**src/rtl/filt_tx.sv**
```systemverilog
// Transmit line shaper: every driven level is held for at least MIN_HOLD cycles.
// Optional suppressed-change counter enabled by defining FILT_TX_GLITCH_CNT_EN.
module filt_tx #(
    parameter int unsigned MIN_HOLD = 3,
    parameter int unsigned CW       = 4,
    parameter int unsigned GW       = 8
) (
    input  logic          clk,
    input  logic          rst,
    input  logic          d,
    output logic          o,
    output logic          busy,
    output logic          pend
`ifdef FILT_TX_GLITCH_CNT_EN
    ,
    output logic [GW-1:0] glitch_cnt
`endif
);

    typedef enum logic [1:0] {
        StIdleLo = 2'd0,
        StHoldLo = 2'd1,
        StIdleHi = 2'd2,
        StHoldHi = 2'd3
    } state_e;

    localparam logic [CW-1:0] HoldLoad = CW'(MIN_HOLD - 1);

    state_e        state_q, state_d;
    logic          o_q, o_d;
    logic          busy_q, busy_d;
    logic [CW-1:0] cnt_q, cnt_d;

    always_comb begin
        state_d = state_q;
        o_d     = o_q;
        busy_d  = busy_q;
        cnt_d   = cnt_q;
        case (state_q)
            StIdleLo: begin
                if (d) begin
                    state_d = StHoldHi;
                    o_d     = 1'b1;
                    busy_d  = 1'b1;
                    cnt_d   = HoldLoad;
                end
            end
            StIdleHi: begin
                if (!d) begin
                    state_d = StHoldLo;
                    o_d     = 1'b0;
                    busy_d  = 1'b1;
                    cnt_d   = HoldLoad;
                end
            end
            StHoldHi: begin
                if (cnt_q != '0) begin
                    cnt_d = cnt_q - CW'(1);
                end else if (!d) begin
                    // Back-to-back hold: the final-cycle request wins.
                    state_d = StHoldLo;
                    o_d     = 1'b0;
                    cnt_d   = HoldLoad;
                end else begin
                    state_d = StIdleHi;
                    busy_d  = 1'b0;
                end
            end
            StHoldLo: begin
                if (cnt_q != '0) begin
                    cnt_d = cnt_q - CW'(1);
                end else if (d) begin
                    state_d = StHoldHi;
                    o_d     = 1'b1;
                    cnt_d   = HoldLoad;
                end else begin
                    state_d = StIdleLo;
                    busy_d  = 1'b0;
                end
            end
            default: begin
                state_d = StIdleLo;
                o_d     = 1'b0;
                busy_d  = 1'b0;
                cnt_d   = '0;
            end
        endcase
    end

    always_ff @(posedge clk) begin
        if (rst) begin
            state_q <= StIdleLo;
            o_q     <= 1'b0;
            busy_q  <= 1'b0;
            cnt_q   <= '0;
        end else begin
            state_q <= state_d;
            o_q     <= o_d;
            busy_q  <= busy_d;
            cnt_q   <= cnt_d;
        end
    end

    assign o    = o_q;
    assign busy = busy_q;
    assign pend = busy_q & (d ^ o_q);

`ifdef FILT_TX_GLITCH_CNT_EN
    logic          seen_q, seen_d;
    logic [GW-1:0] glitch_q, glitch_d;
    logic          in_hold;

    assign in_hold = (state_q == StHoldHi) || (state_q == StHoldLo);

    // A hold that saw a differing request but ends with d == o absorbed a glitch.
    always_comb begin
        seen_d   = 1'b0;
        glitch_d = glitch_q;
        if (in_hold) begin
            if (cnt_q != '0) begin
                seen_d = seen_q | (d ^ o_q);
            end else if ((d == o_q) && seen_q && (glitch_q != '1)) begin
                glitch_d = glitch_q + GW'(1);
            end
        end
    end

    always_ff @(posedge clk) begin
        if (rst) begin
            seen_q   <= 1'b0;
            glitch_q <= '0;
        end else begin
            seen_q   <= seen_d;
            glitch_q <= glitch_d;
        end
    end

    assign glitch_cnt = glitch_q;
`endif

endmodule

```
**config.mk**
```make
export PLATFORM = sky130hd
export DESIGN_NAME = filt_tx
export DESIGN_NICKNAME = d
export VERILOG_FILES = /design/src/rtl/filt_tx.sv
export SDC_FILE = /design/constraint.sdc
export NUM_CORES = 1
export LEC_CHECK = 0
export CORE_AREA = 2 2 39 41
export CTS_CLUSTER_SIZE = 40
export DETAILED_ROUTE_END_ITERATION = 8
export DIE_AREA = 0 0 41 43
export GPL_TIMING_DRIVEN = 0
export SYNTH_ARGS = -nofsm -noshare
export SYNTH_HDL_FRONTEND = slang
export SYNTH_SLANG_ARGS = --single-unit
```
**constraint.sdc**
```tcl
create_clock -name clk -period 1.9 [get_ports clk]
set_input_delay 0.285 -clock clk [delete_from_list [all_inputs] [get_ports clk]]
set_output_delay 0.285 -clock clk [all_outputs]
set_load 0.005 [all_outputs]
```
# Yosys cells after proc, flatten, opt, wreduce, memory -nomap -nowiden
# Cells that the tools add are included.
# word_totals
register_bits	8
latch_bits	0
ram_bits	0
mem_bits_ro	0
input_bits	3
out_inout_bits	3
word_cells	45
mem_count	0
# classes
addsub	1
n_mul	0
div_mod_pow	0
order_cmp	0
eq_ne	9
n_shift	0
n_mux	24
n_bitwise	2
n_reduce_logical	5
# ops
cell	n
4-bit two-way mux	4
4-bit one-hot mux with 4 select lines	1
2-bit two-way mux	6
2-bit inequality test (second input constant)	6
1-bit two-way mux	10
1-bit one-hot mux with 4 select lines	2
2-bit one-hot mux with 4 select lines	1
6-bit AND reduction	1
2-bit equality test (second input constant)	2
4-bit AND reduction	1
4-bit nonzero test	1
4-bit by 1-bit subtractor with 4-bit output (second input constant)	1
2-bit by 1-bit equality test with 1-bit output (second input constant)	1
2-bit logical NOT	1
2-bit AND reduction	1
1-bit bitwise AND	1
1-bit bitwise XOR	1

# Depth between registers and ports, before layout
# depth
ltp_word	3
depth_mapped	6
mapped_depth_nobuf	6

# Worst setup path after synthesis
# OpenSTA, ideal clock, no wires.
# synth_timing
kind	register to register
start	register cnt_q[0]
end	register busy_q, in the netlist busy
setup_ns	0.119
t_arrival_ns	1.323
required_ns	1.781
path_slack_ns	0.458
stages_incl_launch_ff	7
path_buffers	0
period_less_slack_ns	1.442
path_cell_list	dfxtp_1 inv_1 ha_1 or3b_4 a21oi_2 nand2b_4 a211oi_2
# synth_between
elab_chain_cells	3
elab_cells_between_ends	4
classes_between	2 x eq/ne; 2 x reduce/logical
# synth_lines
item	line	rtl
start: declaration	32	logic [CW-1:0] cnt_q, cnt_d;
start signal: assignment	100	cnt_q <= cnt_d;
4-bit nonzero test (*)	57, 70	
2-bit inequality test (no source line)	n/a	
6-bit AND reduction (no source line) (*)	n/a	
end signal: assignment	99	busy_q <= busy_d;
end: declaration	31	logic busy_q, busy_d;
# Mark *: on every way between the ends. The rest lies on a longest branch, timed or not.
# A chain may end at the register's enable or synchronous reset.

# Worst setup path after layout
# layout_timing
start	register o_q, in the netlist o
end	output pend
# layout_between
elab_chain_cells	2
# layout_lines
item	line	rtl
start: declaration	30	logic o_q, o_d;
start signal: assignment	93	o_q <= 1'b0;
start signal: assignment	98	o_q <= o_d;
1-bit bitwise XOR	106	assign pend = busy_q & (d ^ o_q);
1-bit bitwise AND	106	
end: declaration	13	output logic pend
# No other way between the ends.

==> results.sh <==
export IMPL_status="complete, no violations"
export IMPL_p_per_area_nw_per_um2=860
export IMPL_clock_latency_ps=260
export IMPL_final_cell_mix="nor2_1, dfxtp_1, inv_1, a21oi_1, ha_1"
export IMPL_timing_fmax_mhz=556
export IMPL_grt_pass1_wl_um=1590
export IMPL_reg2reg_from="cnt_q[0]$_SDFF_PP0_"
export IMPL_yosysTopAreaCell="dfxtp_1"
export IMPL_setup_viol=0
export IMPL_finClkSkew_ps=0.528
export IMPL_ys_types=25
export IMPL_min_period_ps=1800
export IMPL_core_area_um2=1380
export IMPL_ioPinCount=6
export IMPL_synth_compound_area_share_pct=19.1
export IMPL_finalNonFillerCells=73
export IMPL_cts_buffers=3
export IMPL_grt_overflow=0
export IMPL_min_to="state_q[1]$_SDFFE_PP0P_"
export IMPL_cts_hold_buf=0
export IMPL_hold_viol=0
export IMPL_report_final_slew_viol_count=0
export IMPL_track_usage_pct=14.1
export IMPL_multi_input_area_um2=273
export IMPL_cts_buffer_depth=2
export IMPL_dp_hpwl_um=635
export IMPL_ctsHtreeMaxLevel=1
export IMPL_muxShareOfSynthArea_pct=2.12
export IMPL_finalWeightedCongestion=0.730
export IMPL_die_area_um2=1760
export IMPL_crit_path_max_incr_delay_ps=490
export IMPL_fillers=142
export IMPL_remaining_drc_errors=0
export IMPL_portBuffers=4
export IMPL_synth_seq_cells=8
export IMPL_max_cap_violations=0
export IMPL_drt_pass1_iterations=3
export IMPL_hold_class="input port to flip-flop"
export IMPL_crit_family="buffers and inverters"
export IMPL_die_h_um=43
export IMPL_path_max_fanout=4
export IMPL_clkPwrFrac_pct=28.9
export IMPL_timing_slew_headroom_pct=81.7
export IMPL_synth_top_family_by_area="simple AND/OR/NAND/NOR gates"
export IMPL_synth_cells=50
export IMPL_synthXorXnorAreaFrac_pct=3.45
export IMPL_vias_per_cell=4.93
export IMPL_startpoint="o$_SDFFE_PP0P_"
export IMPL_synth_area_per_cell_um2=9.43
export IMPL_yosysTopAreaCellShare_pct=34.0
export IMPL_cp_data_required_time_ps=1620
export IMPL_grt_antenna_before_repair=0
export IMPL_internal_power_mw=0.328
export IMPL_finalCritPeriodShare_pct=94.6
export IMPL_cp_end_kind="output port"
export IMPL_start_util_pct=34.1
export IMPL_seqCellArea_um2=161
export IMPL_synth_nets=57
export IMPL_via_count=360
export IMPL_path_buf_inv=2
export IMPL_drive_gt1_share_pct=22.8
export IMPL_seqPwrFrac_pct=43.3
export IMPL_synthAdderAreaFrac_pct=10.6
export IMPL_crit_type="flip-flop to output port"
export IMPL_hp_start="d"
export IMPL_nets=66
export IMPL_power_total_mw=0.473
export IMPL_diodes=0
export IMPL_routed_wl_um=867
export IMPL_yosysSeqAreaShare_pct=34.0
export IMPL_area_delta_synth_final_pct=16.7
export IMPL_switchingPower_mw=0.146
export IMPL_yosysWarnings=0
export IMPL_r2r_cells=6
export IMPL_r2r_end="busy$_SDFFE_PP0P_"
export IMPL_worstPathArrival_ps=1510
export IMPL_rows=14
export IMPL_ir_drop_mv=0.433
export IMPL_ant_nets=0
export IMPL_cts_root_buf="clkbuf_4"
export IMPL_startpoint_type="flip-flop"
export IMPL_cts_tree="done"
export IMPL_die_w_um=41
export IMPL_clk_pin_slew_ps=60
export IMPL_synthSimpleGateAreaFrac_pct=22.5
export IMPL_crit_path_cell_trace="inv_1, ha_1, and2_1, clkdlybuf4s50_1"
export IMPL_switching_share_pct=30.8
export IMPL_drt_iter0_drc=5
export IMPL_r2r_slack_ps=350
export IMPL_combPwrFrac_pct=27.8
export IMPL_grt_pass1_vias=385
export IMPL_clock_sinks=8
export IMPL_grt_max_degree=11
export IMPL_cpMaxStageDelayCell="clkdlybuf4s50_1"
export IMPL_worst_pin_slew_ps=271
export IMPL_worst_path_stages=4
export IMPL_dp_cells=70
export IMPL_synth_area_top_cells="dfxtp_1, ha_1, nor2_1"
export IMPL_hold_path_depth=3
export IMPL_final_core_util_pct=39.8
export IMPL_rsz0062_at_grt="false"
export IMPL_leakagePower_nw=0.223
export IMPL_synth_area_um2=472
export IMPL_wl_per_cell_um=11.9
flip-flops by register name, summed over array words and instances (netlist names):
register and flops:
state_q 2, o 1, busy 1, cnt_q 4
cell type report:
| cell class | instances | share of cell area [%] |
|---|---|---|
| inverter | 4 | 2.73 |
| buffer | 2 | 4.32 |
| clock buffer | 3 | 4.09 |
| tap | 16 | 3.64 |
| multi-input combinational | 36 | 49.5 |
| timing repair buffer | 4 | 6.36 |
| sequential | 8 | 29.3 |
per-stage QoR:
stage                     hold WS (ps)  setup TNS (ps)  instance area (µm²)  setup slack, ps
final                              368               0                  551              102
after global routing               412               0                  551             19.7
after CTS                          456               0                  553             20.7
after detailed placement           469            -247                  532             -247
after global placement             463            -253                  532             -253
after floorplan                    432               0                  472              458
cell usage after synthesis, drive strengths merged:
cell type	number
inv	4
a211oi	3
a311oi	2
a21oi	5
clkdlybuf4s25	1
dfxtp	8
or3	1
or3b	1
a31oi	1
nand2b	2
nor3b	1
mux2i	1
ha	4
and2	1
nor2	7
nor4b	1
nand2	2
a311o	1
nand3	2
xor2	1
clkbuf	1
power groups by stage:
stage	logic [mW]	clock network [mW]	registers, mW
after floorplan	0.0978	0	0.205
after global routing	0.148	0.151	0.208
after global placement	0.133	0	0.208
after detailed placement	0.133	0	0.208
final	0.131	0.137	0.205
after CTS	0.133	0.146	0.205
metal layers:
metal	GRT usage, %	share of wire [%]	up-vias
li1	-	-	190
met1	16.3	46	162
met2	19.7	47	4
met3	3.14	1.3	4
met4	14.0	5.0	0
met5	0	0	-
worst register-to-register path, delay by kind of cell, from the launching register on:
kind                     cells  cell delay [ps]
AO/OA/AOI/OAI                2              260
buffers and inverters        1              100
adder cells (fa/ha/maj)      1              200
flip-flops                   1              320
AND/OR/NAND/NOR              2              580
timing repair:
item / 4_1_cts / 5_1_grt
setup endpoints to repair: 1 / 1
resized for setup: 1 / 3
setup buffers: 0 / 0
cells by family after synthesis:
family,after synthesis
compound gates,12
simple gates,18
buf+inv,6
mux,1
flops,8
xor+xnor,1
fa+ha+maj,4
worst max-delay path by stage:
stage | slack, ps | to
2_1_floorplan | 460 | busy$_SDFFE_PP0P_
3_3_place_gp | -250 | pend
3_5_place_dp | -250 | pend
4_1_cts | 20 | pend
5_1_grt | 20 | pend
6_report | 100 | pend
No activity file was read; power rests on OpenSTA's default activity.
